**config.mk**
```make
export PLATFORM = sky130hd
export DESIGN_NAME = spi_input_conditioner
export DESIGN_NICKNAME = d
export VERILOG_FILES = /design/src/rtl/spi_input_conditioner.sv
export SDC_FILE = /design/constraint.sdc
export NUM_CORES = 1
export LEC_CHECK = 0
export CORE_MARGIN = 8
export CORE_UTILIZATION = 45
export DETAILED_ROUTE_END_ITERATION = 10
export PLACE_DENSITY_LB_ADDON = 0.05
export SETUP_SLACK_MARGIN = 0.5
export SLEW_MARGIN = 40
export SYNTH_ARGS = -nofsm -noshare
export SYNTH_HDL_FRONTEND = slang
export SYNTH_SLANG_ARGS = --single-unit
```
**constraint.sdc**
```tcl
create_clock -name clk -period 4.72 [get_ports clk]
set_input_delay 0.944 -clock clk [delete_from_list [all_inputs] [get_ports clk]]
set_output_delay 0.944 -clock clk [all_outputs]
set_load 0.01 [all_outputs]
```
**src/rtl/spi_input_conditioner.sv**
```systemverilog
// Conditions the three raw SPI pad inputs (sclk, cs, mosi): two-flop synchronizer,
// debounce counter and conditioned level per channel, plus registered edge pulses.
module spi_input_conditioner #(
   parameter int WAIT_TIME = 3,
   parameter int CNT_W     = 3
) (
   input  logic clk,
   input  logic rst_n,
   input  logic sclk_in,
   input  logic cs_in,
   input  logic mosi_in,
   output logic sclk_c,
   output logic cs_c,
   output logic mosi_c,
   output logic sclk_rise,
   output logic sclk_fall,
   output logic cs_fall,
   output logic cs_rise,
   output logic mosi_bit
);

   // Channel index: 0 = sclk, 1 = cs, 2 = mosi.
   localparam int SCLK = 0;
   localparam int CS   = 1;
   localparam int MOSI = 2;
   localparam logic [2:0] IDLE = 3'b010;
   localparam logic [CNT_W-1:0] LAST = CNT_W'(WAIT_TIME - 1);

   logic [2:0]       raw;
   logic [2:0]       s0;
   logic [2:0]       s1;
   logic [2:0]       cond;
   logic [2:0]       rise;
   logic [2:0]       fall;
   logic [CNT_W-1:0] cnt [3];
   logic             sclk_accept;

   assign raw = {mosi_in, cs_in, sclk_in};

   // A rising sclk is accepted on this edge; mosi_bit takes the pre-edge mosi level.
   assign sclk_accept = s1[SCLK] && !cond[SCLK] && (cnt[SCLK] == LAST);

   always_ff @(posedge clk or negedge rst_n) begin
      if (!rst_n) begin
         s0       <= IDLE;
         s1       <= IDLE;
         cond     <= IDLE;
         rise     <= '0;
         fall     <= '0;
         mosi_bit <= 1'b0;
         for (int i = 0; i < 3; i++) begin
            cnt[i] <= '0;
         end
      end else begin
         s0   <= raw;
         s1   <= s0;
         rise <= '0;
         fall <= '0;
         for (int i = 0; i < 3; i++) begin
            if (s1[i] == cond[i]) begin
               cnt[i] <= '0;
            end else if (cnt[i] == LAST) begin
               cond[i] <= s1[i];
               cnt[i]  <= '0;
               rise[i] <= s1[i];
               fall[i] <= ~s1[i];
            end else begin
               cnt[i] <= cnt[i] + 1'b1;
            end
         end
         if (sclk_accept) begin
            mosi_bit <= cond[MOSI];
         end
      end
   end

   assign sclk_c    = cond[SCLK];
   assign cs_c      = cond[CS];
   assign mosi_c    = cond[MOSI];
   assign sclk_rise = rise[SCLK];
   assign sclk_fall = fall[SCLK];
   assign cs_rise   = rise[CS];
   assign cs_fall   = fall[CS];

endmodule
```
==> results.txt, run 1 <==
----------------------------------------------------
[Outcome]
  Outcome ... completed

[Die]
  Die Height ... approximately 60 µm
  Die boundary width ... slightly above 60 µm
  Total I/O pin count ... 13
  Placeable core region ... 0.00192 mm²
  Initial Utilization ... 0.464
  Die Outline Area ... 0.00366 mm²
  Std cell rows ... 16

[Worst setup path]
  Cell with the biggest individual delay on the critical path ... dfstp_2
  Data required time of the critical path ... approximately 3.8 ns
  Top delay family on crit path ... flip-flops
  Sort of element at the end of the critical path ... output pin
  Crit path launch type ... flop
  Setup CP Type ... flop to output pin
  Slowest cell delay on critical path ... 0.58 ns
  Data arrival at the endpoint of the critical path ... 1.43 ns
  Maximum fanout along the worst path ... 5
  Sequence of cells on the critical path ... clkdlybuf4s50_1
  CP bufs+invs ... 1

[Logic synthesis]
  Cell type with the largest total area after synthesis ... dfrtp_1
  Count of warnings emitted by yosys ... 0
  Post-synthesis instance total ... 63
  Syn Std Cell Area ... roughly 890 µm²
  Area share of the leading cell type in the synthesized netlist ... 0.562
  Total nets after synthesis ... 69
  Flops & latches, synth ... 23
  Post-synthesis cell type count ... 19
  Average cell area after synthesis ... 14.1 µm²
  Seq/Total Area, Yosys ... 0.650
  Top cells by area in the synthesized netlist ... dfrtp_1 (56%), dfstp_2 (8.8%), nand3b_1 (5.1%), a21bo_2 (3.4%), a21oi_1 (3.4%)

[Clock network]
  Clock-pin slew on the worst setup and hold paths ... 0.12 ns
  CTS max path bufs ... 2
  Hold buffer count at CTS ... 0
  Max H-tree Level ... 1
  Clock tree from TritonCTS ... done
  Clock latency at the later pin of the worst-skew pair ... 0.30 ns
  Inserted Clock Buffers ... 3
  Cts repair resizes ... 0
  CTS sink cnt ... 23
  CTS Root Buffer Type ... clkbuf_4
  Number of buffers inserted by post-CTS setup repair ... 0

[STA]
  Max_slew headroom ... 0.672
  Post-route clock skew ... 0.00141 ns
  Final critical-path required period ... 2.37 ns
  Unrepaired setup endpoints after global routing ... no
  TNS Setup ... 0 ns
  Number of endpoints failing setup at the final stage ... 0
  Min setup slack post-route ... 2.35 ns
  Final Cycle Share ... 0.502
  Max frequency ... 422 MHz
  Hold Violations, Final ... 0
  Worst-Margin Slew ... 0.492 ns
  Pins over their slew limit ... 0

[Finish]
  Growth of design area from synthesis to finish ... 19.8%
  Area taken by multi-input logic gates ... just over 300 µm²
  # diodes ... 0
  Number of fill cells in the layout ... 177
  FF/Latch Area ... 579 µm²
  Number of nets in the final layout ... 86
  Share of cells above drive strength 1 ... 0.203

[Placed design]
  DP Worst Slack ... 2.69 ns
  Final RePlAce weighted congestion ... 0.682
  Placed wire-length estimate after detailed placement ... 870 µm
  Number of buffer cells added on primary ports ... 12

[Power]
  Switching Share ... 0.307
  Peak ir drop on the vdd network ... ~0.00032 V
  Power density over cell area ... 535 mW/mm²
  Internal ... 0.396 mW
  Part of the total power dissipated in combinational logic ... 0.310
  Pleak ... 0.453 nW
  Sequential fraction of design power ... 0.538
  Share of power burned in the clock network ... 0.152
  Switching power ... 0.175 mW

[Hold path]
  Class of the most critical hold timing path ... flop to flop

[Route]
  Detail Route Antenna Nets ... 0
  Number of detailed-routing iterations run before antenna repair ... 4
  DR iter-0 viols ... 10
  Drc violations ... 0
  Drt via density ... 4.93
  Wirelength, routed ... between 1 and 1.5 mm
  Routed len/inst ... 11.8 µm
  Vias ... 523

[Global routing]
  Number of global-route vias before repair ... 494
  Total congestion overflow ... 0
  Largest net degree at the start of global routing ... 24
  Antenna violations before repair ... 0
  First-pass GRT wire length ... 2.10 mm
  Total Routing Usage GR ... 0.0786

[Flow run]
  Max-cap viol count ... 0

----------------------------------------------------
[cell usage after synthesis (all sizes together)]
cell,instances
a21bo,3
nor3b,3
xnor2,2
nor4bb,1
nor2b,4
dfrtp,20
mux2,4
nor4b,1
and2,1
dfstp,3
ha,1
or3b,1
nor3,3
nand3b,6
a21oi,6
nand2b,3
inv,1
[state kept, by name, summed over array words and instances (netlist names)]
| signal | flops |
|---|---|
| s0 | 3 |
| mosi_bit | 1 |
| cnt | 9 |
| fall | 2 |
| rise | 2 |
| cond | 3 |
| s1 | 3 |
[area by class of cell]
| class | count | area share |
|---|---|---|
| sequential | 23 | 0.543 |
| inverter | 1 | 0.00352 |
| multi-input combinational | 39 | 0.288 |
| clock buffer | 3 | 0.0211 |
| tap | 27 | 0.0317 |
| clock inverter | 1 | 0.00469 |
| timing repair buffer | 12 | 0.108 |
[power by group through the flow]
| stage | logic (mW) | registers (mW) | clock network, mW |
|---|---|---|---|
| 3_3_place_gp | 0.179 | 0.310 | 0 |
| 2_1_floorplan | 0.107 | 0.311 | 0 |
| 6_report | 0.177 | 0.307 | 0.0868 |
| 3_5_place_dp | 0.180 | 0.312 | 0 |
| 5_1_grt | 0.195 | 0.316 | 0.103 |
| 4_1_cts | 0.181 | 0.307 | 0.0937 |
[cells by family after synthesis]
family,after synthesis,synth area share
AOI/OAI and AO/OA,9,0.0674
xor gates and xnor gates,2,0.0197
adders and majority gates,1,0.0140
buffers and inverters,1,0.00421
DFF,23,0.650
muxes,4,0.0548
and+or+nand+nor,23,0.190
[final timing paths]
path | to | cells after the start | slack (ns) | start
max | cs_c | 1 | 2.35 | cond[1]
min | s1[2] | 0 | 0.36 | s0[2]
max reg2reg | cond[0] | 4 | 3.10 | cond[0]
min reg2reg | s1[2] | 0 | 0.36 | s0[2]
max in group asynchronous | s1[1] | 1 | 3.78 | rst_n
min in group asynchronous | mosi_bit | 1 | 0.58 | rst_n
[cells in the final DEF, fill, tap and decap left out]
cell type        count
clkinv_2             1
a21oi_1              6
nor3_1               3
clkdlybuf4s50_1     11
buf_2                1
nor3b_1              3
mux2_2               2
dfrtp_1             20
nor2b_1              4
clkbuf_4             3
dfstp_2              3
ha_1                 1
nand2b_1             3
a21bo_2              3
or3b_4               1
inv_1                1
mux2_1               1
and2_1               1
mux2_4               1
nand3b_1             6
xnor2_1              2
nor4bb_1             1
nor4b_2              1
[layer usage]
| layer | track usage | part of all wire | routed length [µm] |
|---|---|---|---|
| met5 | 0 | 0 | 0 |
| met3 | 0.0466 | 0.065 | 81 |
| met1 | 0.0878 | 0.47 | 589 |
| met2 | 0.120 | 0.45 | 566 |
| met4 | 0.0299 | 0.0096 | 12 |
[per-stage QoR]
stage | total power, mW | util | cell area [µm²] | std cells | hold slack (ns)
2_1_floorplan | 0.418 | - | 891 | 63 | 0.331
3_3_place_gp | 0.489 | 0.544 | 1040 | 102 | 0.332
3_5_place_dp | 0.491 | 0.541 | 1040 | 102 | 0.337
4_1_cts | 0.581 | 0.555 | 1070 | 106 | 0.366
5_1_grt | 0.613 | 0.555 | 1070 | 106 | 0.371
6_report | 0.571 | 0.555 | 1070 | 106 | 0.362
No activity file was read; power rests on OpenSTA's default activity.
==> run 2: changes to the inputs <==
==> constraint.sdc (replaced) <==
create_clock -name clk -period 2.3 [get_ports clk]
set_input_delay 0.46 -clock clk [delete_from_list [all_inputs] [get_ports clk]]
set_output_delay 0.46 -clock clk [all_outputs]
set_load 0.01 [all_outputs]
==> results.txt, run 2 (synthesis results as in run 1) <==
----------------------------------------------------
[Outcome]
  Outcome ... completed

[Route]
  Wirelength, routed ... 1.28 mm (+2.2%)
  Routed len/inst ... 11.9 µm (+1.2%)
  DR iter-0 viols ... 9 (-1)
  Drt via density ... 4.81 (-2.4%)
  Drc violations ... 0 (unchanged)
  Number of detailed-routing iterations run before antenna repair ... 3 (-1)
  Detail Route Antenna Nets ... 0 (unchanged)
  Vias ... 515 (-1.5%)

[Finish]
  Largest Register ... cnt
  Leading cell type in the layout, fill and taps excluded ... dfrtp_1
  Final core occ ... 0.561 (+0.00521)
  # diodes ... 0 (unchanged)
  Number of nets in the final layout ... 87 (+1.2%)
  Number of flip-flops under the largest register name ... 9 (unchanged)
  Share of cells above drive strength 1 ... 0.188 (-0.0150)
  Growth of design area from synthesis to finish ... 20.9%
  Commonest cells after routing, fill and taps aside ... dfrtp_1 (20), clkdlybuf4s50_1 (11), nand3b_1 (6), a21oi_1 (6), nor2b_1 (4)

[Die]
  Std cell rows ... 16 (unchanged)
  Initial Utilization ... 0.464 (unchanged)
  Total I/O pin count ... 13 (unchanged)
  Die Height ... 60.5 µm (unchanged)
  Placeable core region ... 0.00192 mm² (unchanged)
  Die Outline Area ... 0.00366 mm² (unchanged)
  Die boundary width ... 60.5 µm (unchanged)

[Worst setup path]
  Top delay family on crit path ... buffers and inverters
  Maximum fanout along the worst path ... 4 (-1)
  Sort of element at the end of the critical path ... output pin
  Crit path launch type ... flop
  Slowest cell delay on critical path ... 0.55 ns (-0.03 ns)
  Data required time of the critical path ... 1.84 ns (-1.94 ns)
  CP bufs+invs ... 1 (unchanged)
  Setup CP Type ... flop to output pin
  Sequence of cells on the critical path ... clkdlybuf4s50_1
  Data arrival at the endpoint of the critical path ... 1.26 ns (-0.17 ns)
  Cell with the biggest individual delay on the critical path ... clkdlybuf4s50_1

[STA]
  Max_slew headroom ... 0.797 (+0.126)
  TNS Setup ... 0 ns (unchanged)
  Pins over their slew limit ... 0 (unchanged)
  Worst-Margin Slew ... 0.300 ns (-0.193 ns)
  Hold Violations, Final ... 0 (unchanged)
  Number of endpoints failing setup at the final stage ... 0 (unchanged)
  Max frequency ... 580 MHz
  Unrepaired setup endpoints after global routing ... no
  Post-route clock skew ... 0.00698 ns (+0.00557 ns)
  Final critical-path required period ... around 1.7 ns
  Final Cycle Share ... 0.750

[Clock network]
  Clock latency at the later pin of the worst-skew pair ... 0.30 ns (about the same)
  CTS max path bufs ... 2 (unchanged)
  Clock-pin slew on the worst setup and hold paths ... 0.12 ns (about the same)
  Max H-tree Level ... 1 (unchanged)
  CTS Root Buffer Type ... clkbuf_4
  Inserted Clock Buffers ... 3 (unchanged)
  CTS sink cnt ... 23 (unchanged)
  Clock tree from TritonCTS ... done

[Global routing]
  Total Routing Usage GR ... 0.0803 (+0.00166)
  GR Util met2 ... 0.111 (-0.00915)
  Gr busiest metal ... met2
  First-pass GRT wire length ... 2.15 mm (+2.3%)
  Met3 Use GR ... 0.0191 (-0.0275)
  Number of global-route vias before repair ... 491 (-0.61%)
  Antenna violations before repair ... 0 (unchanged)
  Total congestion overflow ... 0 (unchanged)
  Largest net degree at the start of global routing ... 24 (unchanged)
  Met1 track utilization from global routing ... 0.105 (+0.0176)

[Hold path]
  Class of the most critical hold timing path ... flop to flop

[Power]
  Power consumption ... 1.17 mW (+100%)
  Power density over cell area ... 1080 mW/mm² (+100%)
  Peak ir drop on the vdd network ... 0.000574 V (+78%)
  Pleak ... 0.457 nW (+0.83%)

[Flow run]
  Max-cap viol count ... 0 (unchanged)

[Placed design]
  Number of buffer cells added on primary ports ... 12 (unchanged)
  Final RePlAce weighted congestion ... 0.666 (-2.3%)

----------------------------------------------------
run 2: worst paths after layout:
path                            cells past startpoint  slack (ns)       to  startpoint
worst min-delay path                                0        0.37    s1[1]       s0[1]
max in group asynchronous                           2        1.53    s1[1]       rst_n
worst max-delay path                                1        0.58   mosi_c     cond[2]
worst max register to register                      4        0.67  cond[0]     cond[0]
worst min register to register                      0        0.37    s1[1]       s0[1]
min in group asynchronous                           2        0.49   cnt[8]       rst_n
run 2: what timing repair did:
action                     CTS  global route
setup endpoints to repair    1             0
setup buffers                0             0
resized for setup            1             0
hold buffers                 0             0
run 2: cell type report:
cell class              count  area (µm²)
fillers                   184         845
inverters                   1        3.75
multi-input cells          39         308
repair buffers             13         126
flip-flops and latches     23         579
clock buffers               4        26.3
well taps                  27        33.8
run 2: metrics by stage:
stage	cell area, µm²	setup WS (ns)	hold slack, ns	instances
2_1_floorplan	891	0.727	0.164	63
3_3_place_gp	1050	0.743	0.333	103
3_5_place_dp	1050	0.673	0.344	103
4_1_cts	1080	0.550	0.366	107
5_1_grt	1080	0.514	0.368	107
6_report	1080	0.575	0.365	107
run 2: worst reg2reg max path: cells and delay by family, from the launching register on:
kind                       cells  cell delay [ns]
adders and majority gates      1             0.35
buffers and inverters          1             0.06
DFF                            1             0.39
muxes                          1             0.37
and+or+nand+nor                1             0.36
run 2: report_power, final:
part           total, mW  switching, mW  internal, mW
combinational      0.360          0.134         0.226
clock              0.178          0.111        0.0675
sequential         0.630          0.114         0.517
total               1.17          0.358         0.810
run 2: routing by layer:
layer / wire length [µm] / vias to the layer above
li1: - / 255
met1: 631 / 251
met2: 583 / 7
met3: 48 / 2
met4: 13 / 0
met5: 0 / -
